**config.mk**
```make
export PLATFORM = sky130hd
export DESIGN_NAME = data_memory_stack
export DESIGN_NICKNAME = d
export VERILOG_FILES = /design/src/rtl/data_memory_pkg.sv /design/src/rtl/data_memory_clear_engine.sv /design/src/rtl/data_memory_stack.sv
export SDC_FILE = /design/constraint.sdc
export NUM_CORES = 2
export LEC_CHECK = 0
export CAP_MARGIN = 25
export CORE_UTILIZATION = 40
export CTS_CLUSTER_SIZE = 8
export DETAILED_ROUTE_END_ITERATION = 10
export GPL_ROUTABILITY_DRIVEN = 0
export HOLD_SLACK_MARGIN = 0.05
export MAX_ROUTING_LAYER = met4
export SLEW_MARGIN = 20
export SYNTH_ARGS = -nofsm -noshare
export SYNTH_HDL_FRONTEND = slang
export SYNTH_SLANG_ARGS = --single-unit
```
**constraint.sdc**
```tcl
create_clock -name clock -period 7.96 [get_ports clock]
set_input_delay 0.796 -clock clock [delete_from_list [all_inputs] [get_ports clock]]
set_output_delay 0.796 -clock clock [all_outputs]
set_load 0.02 [all_outputs]
```
**src/rtl/data_memory_pkg.sv**
```systemverilog
// Shared types and helpers for the parametrised data memory with hardware stack.
package data_memory_pkg;

  typedef enum logic {
    CLEAR = 1'b0,
    IDLE  = 1'b1
  } mem_state_t;

  function automatic int addr_width(input int depth);
    return $clog2(depth);
  endfunction

endpackage

```
**src/rtl/data_memory_clear_engine.sv**
```systemverilog
// Post-reset sweep that zeroes every word of the array, one word per cycle,
// before the memory accepts any request.
module data_memory_clear_engine
  import data_memory_pkg::*;
#(
  parameter int DEPTH          = 256,
  parameter int CLEAR_ON_RESET = 1,
  localparam int AW            = addr_width(DEPTH)
) (
  input  logic          clock_i,
  input  logic          reset_i,
  output logic          busy_o,
  output logic          clr_we_o,
  output logic [AW-1:0] clr_addr_o
);

  mem_state_t    state_q;
  mem_state_t    state_d;
  logic [AW-1:0] clr_addr_q;
  logic [AW-1:0] clr_addr_d;

  // State and sweep address registers; reset restarts the sweep from word 0.
  always_ff @(posedge clock_i) begin
    if (reset_i) begin
      state_q    <= (CLEAR_ON_RESET != 0) ? CLEAR : IDLE;
      clr_addr_q <= '0;
    end else begin
      state_q    <= state_d;
      clr_addr_q <= clr_addr_d;
    end
  end

  // Next-state: leave CLEAR right after the last word has been written.
  always_comb begin
    state_d    = state_q;
    clr_addr_d = clr_addr_q;
    case (state_q)
      CLEAR: begin
        clr_addr_d = clr_addr_q + AW'(1);
        if (clr_addr_q == AW'(DEPTH - 1)) begin
          state_d = IDLE;
        end else begin
          state_d = CLEAR;
        end
      end
      IDLE: begin
        state_d = IDLE;
      end
      default: begin
        state_d = IDLE;
      end
    endcase
  end

  assign busy_o     = (state_q == CLEAR);
  assign clr_we_o   = (state_q == CLEAR);
  assign clr_addr_o = clr_addr_q;

endmodule

```
**src/rtl/data_memory_stack.sv**
```systemverilog
// Data memory with two combinational read ports, a store port and a hardware
// stack growing downward from the top of the same array.
module data_memory_stack
  import data_memory_pkg::*;
#(
  parameter int WIDTH          = 8,
  parameter int DEPTH          = 256,
  parameter int STACK_DEPTH    = 16,
  parameter int CLEAR_ON_RESET = 1,
  localparam int AW            = addr_width(DEPTH)
) (
  input  logic             clock,
  input  logic             reset,
  input  logic [WIDTH-1:0] data_in,
  input  logic             write_enable,
  input  logic [AW-1:0]    address,
  output logic [WIDTH-1:0] data_out,
  input  logic [AW-1:0]    address_b,
  output logic [WIDTH-1:0] data_out_b,
  input  logic             push,
  input  logic             pop,
  output logic [WIDTH-1:0] stack_top,
  output logic [AW:0]      sp,
  output logic             empty,
  output logic             full,
  output logic             overflow,
  output logic             underflow,
  output logic             conflict,
  output logic             busy
);

  localparam logic [AW:0] SP_EMPTY = (AW + 1)'(DEPTH);
  localparam logic [AW:0] SP_FULL  = (AW + 1)'(DEPTH - STACK_DEPTH);

  logic [WIDTH-1:0] mem_q [DEPTH];
  logic [AW:0]      sp_q;
  logic [AW:0]      sp_d;
  logic [AW:0]      sp_dec_s;
  logic             overflow_q;
  logic             overflow_d;
  logic             underflow_q;
  logic             underflow_d;
  logic             conflict_q;
  logic             conflict_d;
  logic             empty_s;
  logic             full_s;
  logic             clr_busy_s;
  logic             clr_we_s;
  logic [AW-1:0]    clr_addr_s;
  logic             mem_we_s;
  logic [AW-1:0]    mem_waddr_s;
  logic [WIDTH-1:0] mem_wdata_s;

  data_memory_clear_engine #(
    .DEPTH          (DEPTH),
    .CLEAR_ON_RESET (CLEAR_ON_RESET)
  ) u_clear (
    .clock_i    (clock),
    .reset_i    (reset),
    .busy_o     (clr_busy_s),
    .clr_we_o   (clr_we_s),
    .clr_addr_o (clr_addr_s)
  );

  assign empty_s  = (sp_q == SP_EMPTY);
  assign full_s   = (sp_q == SP_FULL);
  assign sp_dec_s = sp_q - (AW + 1)'(1);

  // Request arbitration onto the single array write port; push outranks store.
  always_comb begin
    sp_d        = sp_q;
    overflow_d  = overflow_q;
    underflow_d = underflow_q;
    conflict_d  = 1'b0;
    mem_we_s    = 1'b0;
    mem_waddr_s = '0;
    mem_wdata_s = data_in;
    if (clr_busy_s) begin
      mem_we_s    = clr_we_s;
      mem_waddr_s = clr_addr_s;
      mem_wdata_s = '0;
    end else if (push) begin
      conflict_d = write_enable;
      if (pop && !empty_s) begin
        mem_we_s    = 1'b1;
        mem_waddr_s = sp_q[AW-1:0];
      end else if (!full_s) begin
        sp_d        = sp_dec_s;
        mem_we_s    = 1'b1;
        mem_waddr_s = sp_dec_s[AW-1:0];
      end else begin
        overflow_d = 1'b1;
      end
    end else begin
      if (write_enable) begin
        mem_we_s    = 1'b1;
        mem_waddr_s = address;
      end else begin
        mem_we_s = 1'b0;
      end
      if (pop) begin
        if (!empty_s) begin
          sp_d = sp_q + (AW + 1)'(1);
        end else begin
          underflow_d = 1'b1;
        end
      end else begin
        sp_d = sp_q;
      end
    end
  end

  // Stack pointer and sticky/pulse flag registers.
  always_ff @(posedge clock) begin
    if (reset) begin
      sp_q        <= SP_EMPTY;
      overflow_q  <= 1'b0;
      underflow_q <= 1'b0;
      conflict_q  <= 1'b0;
    end else begin
      sp_q        <= sp_d;
      overflow_q  <= overflow_d;
      underflow_q <= underflow_d;
      conflict_q  <= conflict_d;
    end
  end

  // Array storage: contents survive reset and are only zeroed by the sweep.
  always_ff @(posedge clock) begin
    if (mem_we_s && !reset) begin
      mem_q[mem_waddr_s] <= mem_wdata_s;
    end
  end

  assign data_out   = mem_q[address];
  assign data_out_b = mem_q[address_b];
  assign stack_top  = mem_q[sp_q[AW-1:0]];
  assign sp         = sp_q;
  assign empty      = empty_s;
  assign full       = full_s;
  assign overflow   = overflow_q;
  assign underflow  = underflow_q;
  assign conflict   = conflict_q;
  assign busy       = clr_busy_s;

endmodule

```
* After elaboration in Yosys (flattened, before gate mapping) *
Memories as Yosys holds them, arrays and structs flattened. A register that Yosys moved wholly into a read port is not among the register bits.
Index checks and enable logic that the tools add are counted.

operators by class
  add/sub/neg operators = 3
  eq/ne operators = 6
  mux-type cells = 22
  bitwise operators = 3
  reductions and logical operators = 9

operators with widths
  operator                                           number
  two-way mux 8 bit                                  8
  two-way mux 9 bit                                  5
  adder 9 x 1 -> 9 bit (second input constant)       1
  == test 9 x 8 -> 1 bit (second input constant)     1
  == test 9 bit (second input constant)              1
  subtractor 9 x 1 -> 9 bit (second input constant)  1
  adder 8 x 1 -> 8 bit (second input constant)       1
  == test 8 bit (second input constant)              1
  two-way mux 1 bit                                  8
  AND reduction 4 bit                                2
  != test 2 bit (second input constant)              3
  AND reduction 5 bit                                1
  inverter 1 bit                                     3
  OR reduction 3 bit                                 1
  logical AND 1 bit                                  2
  zero test 1 bit                                    2
  one-hot mux 1 bit (2 select lines)                 1
  nonzero test 2 bit                                 1

word-level totals
  register bits after elaboration = 21
  bits in writable memories = 2048
  bits of input ports = 29
  output and inout bits = 39
  word-level logic and storage cells = 50
  memories = 1

memory list
  memory  words  bits a word  read ports  clocked after Yosys merged registers in  wr ports  RTL line                 RTL
  mem_q   256    8            3           1                                        1         data_memory_stack.sv:35  logic [WIDTH-1:0] mem_q [DEPTH];

* Longest topological paths before layout *
  depth after elaboration = 9
  mapped depth = 12
  depth with buffers taken out = 8

* Hierarchy *
A second synthesis with hierarchy kept.

second synthesis, totals
  cells, all modules = 6843
  area, all modules = 113754.1 um2

by module, submodules not included
  module                    instances  cells each  area an instance (um2)
  data_memory_stack         1          6800        113342.5
  data_memory_clear_engine  1          43          411.6

* Worst setup path before layout *
OpenSTA, ideal clock, no wires.

  kind = reg-to-reg
  from = reg u_clear.state_q
  to = mem mem_q[0][0], data pin
  library setup time = 867 ps
  data arrival time = 4592 ps
  setup slack = 2502 ps
  cell stages (with the launch flop) = 5
  path through = dfxtp_1 clkbuf_1 buf_1 clkbuf_1 and2_1

between the ends
  cells in the longest elaborated chain, start to end = 1

RTL lines
  item                      RTL line                        RTL
  start: declaration        data_memory_clear_engine.sv:17  mem_state_t state_q;
  start signal: assignment  data_memory_clear_engine.sv:25  state_q <= (CLEAR_ON_RESET != 0) ? CLEAR : IDLE;
  start signal: assignment  data_memory_clear_engine.sv:28  state_q <= state_d;
  two-way mux 8 bit         data_memory_stack.sv:78         if (clr_busy_s) begin
  via mem_wdata_s[0]        data_memory_stack.sv:52         logic [WIDTH-1:0] mem_wdata_s;
  end: declaration          data_memory_stack.sv:35

The timed path passes the listed nets, and every way through them passes these cells.

==> impl_metrics.json <==
{
  "fmax_ghz": 0.1382,
  "start_util_pct": 40.38,
  "die-area_um2": 285100,
  "fin_crit_ps": 7238,
  "multiInputGateArea_um2": 48750,
  "status": "complete, no violations",
  "ctsResizeCount": 0,
  "seq_area_um2": 62100,
  "rows": 194,
  "core_area_um2": 280400,
  "required_ps": 7160,
  "grt_pass1_wl_mm": 616.0,
  "max-cap-violations": 0,
  "ys.flop_type": "edfxtp_1",
  "worst_pin_slew_ps": 1376,
  "clock_sinks": 2077,
  "powerDensity_nw_per_um2": 200.2,
  "min_period_over_period_pct": 90.93,
  "nets": 6856,
  "ys_types": 85,
  "numPortBuffers": 67,
  "wire_per_inst_um": 42.21,
  "syn_nets": 6789,
  "antenna_found_initial": 29,
  "cp.arrival_ps": 6440,
  "async_flop_share_pct": 0,
  "routed-via-count": 78129,
  "cts_root_buf": "clkbuf_16",
  "hold_path_class": "flip-flop to flip-flop",
  "rsz0062_at_grt": "false",
  "grt_pass1_vias": 76065,
  "ios": 68,
  "fillers": 23775,
  "wirelength_mm": 449.4,
  "area_delta_synth_final_pct": 12.69,
  "place_area_um2": 119100,
  "cts_buffers": 310,
  "hpwlAfterDp_mm": 297.0,
  "p_leak_nw": 40.36,
  "irDropWorstVdd_uv": 184.8,
  "holdBufCountCts": 0,
  "cts_max_path_buffers": 4,
  "overflow": 0,
  "path_class": "flip-flop to output port",
  "dieHeight_um": 534.0,
  "crit_fanout": 37,
  "drv_slew": 0,
  "ant_nets": 0,
  "setup_tns_ps": 0,
  "stdcell_area_um2": 127600,
  "setup_viol_count_final": 0,
  "synth_area_um2": 113200,
  "relSlewSlack_pct": 8.259,
  "first_pass_iters": 7,
  "final_util_pct": 45.50,
  "ys_seq_elements": 2077,
  "cts_tree": "built",
  "post-cts-setup-buffers": 0,
  "grt_max_degree": 196,
  "drc": 0,
  "h-tree-depth": 5,
  "drt_iter0_drc": 13411,
  "hold_viol": 0,
  "track_usage_pct": 31.99,
  "drive_gt1_share_pct": 30.78,
  "end_kind": "output port",
  "final_cells": 10646,
  "clk_pin_slew_ps": 50,
  "clkLatencyLatePin_ps": 940,
  "syn_area_per_cell_um2": 16.76,
  "clock_skew_ps": 59.27,
  "yosysSeqAreaShare_pct": 54.84,
  "cp-start-kind": "flip-flop",
  "via_per_inst": 7.339,
  "synth_cells": 6756,
  "die_w_um": 534.0,
  "yosys_warnings": 0,
  "placed_cells": 10214,
  "synth-edff-count": 2048
}
==> cells in the mapped netlist (6+ instances only) <==
| master | count | share of area (%) |
|---|---|---|
| a2111oi_0 | 12 | 0.093 |
| a211o_1 | 10 | 0.077 |
| a211oi_1 | 47 | 0.31 |
| a21boi_0 | 14 | 0.093 |
| a21oi_1 | 242 | 1.1 |
| a221oi_1 | 51 | 0.39 |
| a22o_1 | 51 | 0.39 |
| a22oi_1 | 397 | 2.6 |
| a31oi_1 | 40 | 0.22 |
| and2_1 | 27 | 0.15 |
| and3_1 | 9 | 0.050 |
| and3b_1 | 7 | 0.054 |
| buf_1 | 110 | 0.36 |
| buf_2 | 193 | 0.85 |
| buf_4 | 9 | 0.060 |
| clkbuf_1 | 327 | 1.1 |
| dfxtp_1 | 29 | 0.51 |
| edfxtp_1 | 2048 | 54 |
| inv_1 | 12 | 0.040 |
| mux2_2 | 33 | 0.33 |
| mux2i_1 | 546 | 4.8 |
| mux4_2 | 1289 | 26 |
| nand2_1 | 147 | 0.49 |
| nand2b_1 | 26 | 0.14 |
| nand3_1 | 53 | 0.23 |
| nand3b_1 | 14 | 0.093 |
| nand4_1 | 37 | 0.20 |
| nand4_4 | 6 | 0.11 |
| nor2_1 | 352 | 1.2 |
| nor2b_1 | 44 | 0.24 |
| nor3_1 | 61 | 0.27 |
| nor4_1 | 68 | 0.38 |
| o211ai_1 | 12 | 0.080 |
| o21ai_0 | 52 | 0.23 |
| o221ai_1 | 114 | 0.88 |
| o22ai_1 | 93 | 0.51 |
| o2bb2ai_1 | 24 | 0.19 |
| o311a_1 | 7 | 0.062 |
| o31a_1 | 9 | 0.070 |
| o31ai_1 | 11 | 0.073 |
| o32ai_1 | 11 | 0.085 |
| or2_2 | 12 | 0.066 |
| xor2_1 | 12 | 0.093 |
==> where the power goes <==
part	switching, mW	leakage, nW	internal, mW
clock	4.70	3.97	7.00
sequential	0.00734	20.6	11.9
combinational	1.26	15.8	0.716
total	5.97	40.4	19.6
==> layer usage <==
layer	track usage (%)	wire length (um)
met1	39.58	157300
met2	45.76	197400
met3	11.43	64860
met4	17.26	29820
met5	-	0
==> layout by cell type (no fill, tap or decap), types with 43 or more instances in the layout <==
master,instances
a221oi_1,51
clkbuf_16,316
o21ai_0,52
edfxtp_1,2048
nor4_1,43
nand3_1,52
mux4_2,1289
nor2_1,338
clkdlybuf4s50_1,53
buf_4,259
a22o_1,51
nand2_1,145
mux2i_1,546
nor3_1,58
a21oi_1,242
diode_2,50
a211oi_1,46
o22ai_1,93
o221ai_1,114
a22oi_1,397
buf_12,45
==> flip-flops by register name (all words and copies together), names as in the netlist, named ones only <==
name,flops
sp,9
u_clear.state_q,1
mem_q,2048
underflow,1
overflow,1
u_clear.clr_addr_o,8
conflict,1
==> worst max-delay path: stages, from the launching register on <==
cell and delay [ps]:
dfxtp_4 870, buf_4 630, nand3b_1 540, o211ai_1 330, nor4_1 80, a221oi_1 910, o32ai_1 490, nor3_1 830
clkdlybuf4s50_1 760
==> kinds of logic (layout without fill, tap and decap cells) <==
kind of cell | count (synthesis) | count (layout) | synth area share [%]
XOR/XNOR | 15 | 15 | 0.1161
AND/OR/NAND/NOR | 894 | 894 | 3.903
other | 0 | 50 | 0
multiplexers | 1868 | 1868 | 30.80
AO/OA/AOI/OAI | 1243 | 1243 | 7.874
flip-flops | 2077 | 2077 | 54.84
adder cells (fa/ha/maj) | 4 | 4 | 0.04421
buffers and inverters | 655 | 771 | 2.422
==> area by class of cell <==
type / instances / area share (%)
repair buffers: 395 / 2.948
clock inverters: 8 / 0.05689
flip-flops and latches: 2077 / 48.68
clock buffers: 353 / 6.308
inverters: 15 / 0.04512
multi-input cells: 4024 / 38.21
diodes: 50 / 0.09808
well taps: 3724 / 3.653
==> through the flow <==
stage	setup WS [ps]	hold slack, ps	power (mW)
3_5_place_dp	1616	449.6	13.96
5_1_grt	1041	482.4	25.92
4_1_cts	1043	460.8	25.44
6_report	722.3	455.4	25.54
3_3_place_gp	881.0	457.3	13.95
2_1_floorplan	2502	467.0	13.14
==> final timing paths <==
kind              slack (ps)      start            to  cells past startpoint
setup / recovery         720  flip-flop  stack_top[6]                      8
hold / removal           460   overflow      overflow                      2
setup reg to reg        2790      sp[0]  mem_q[66][7]                      8
hold reg to reg          460   overflow      overflow                      2
(Power assumes the default switching activity.)
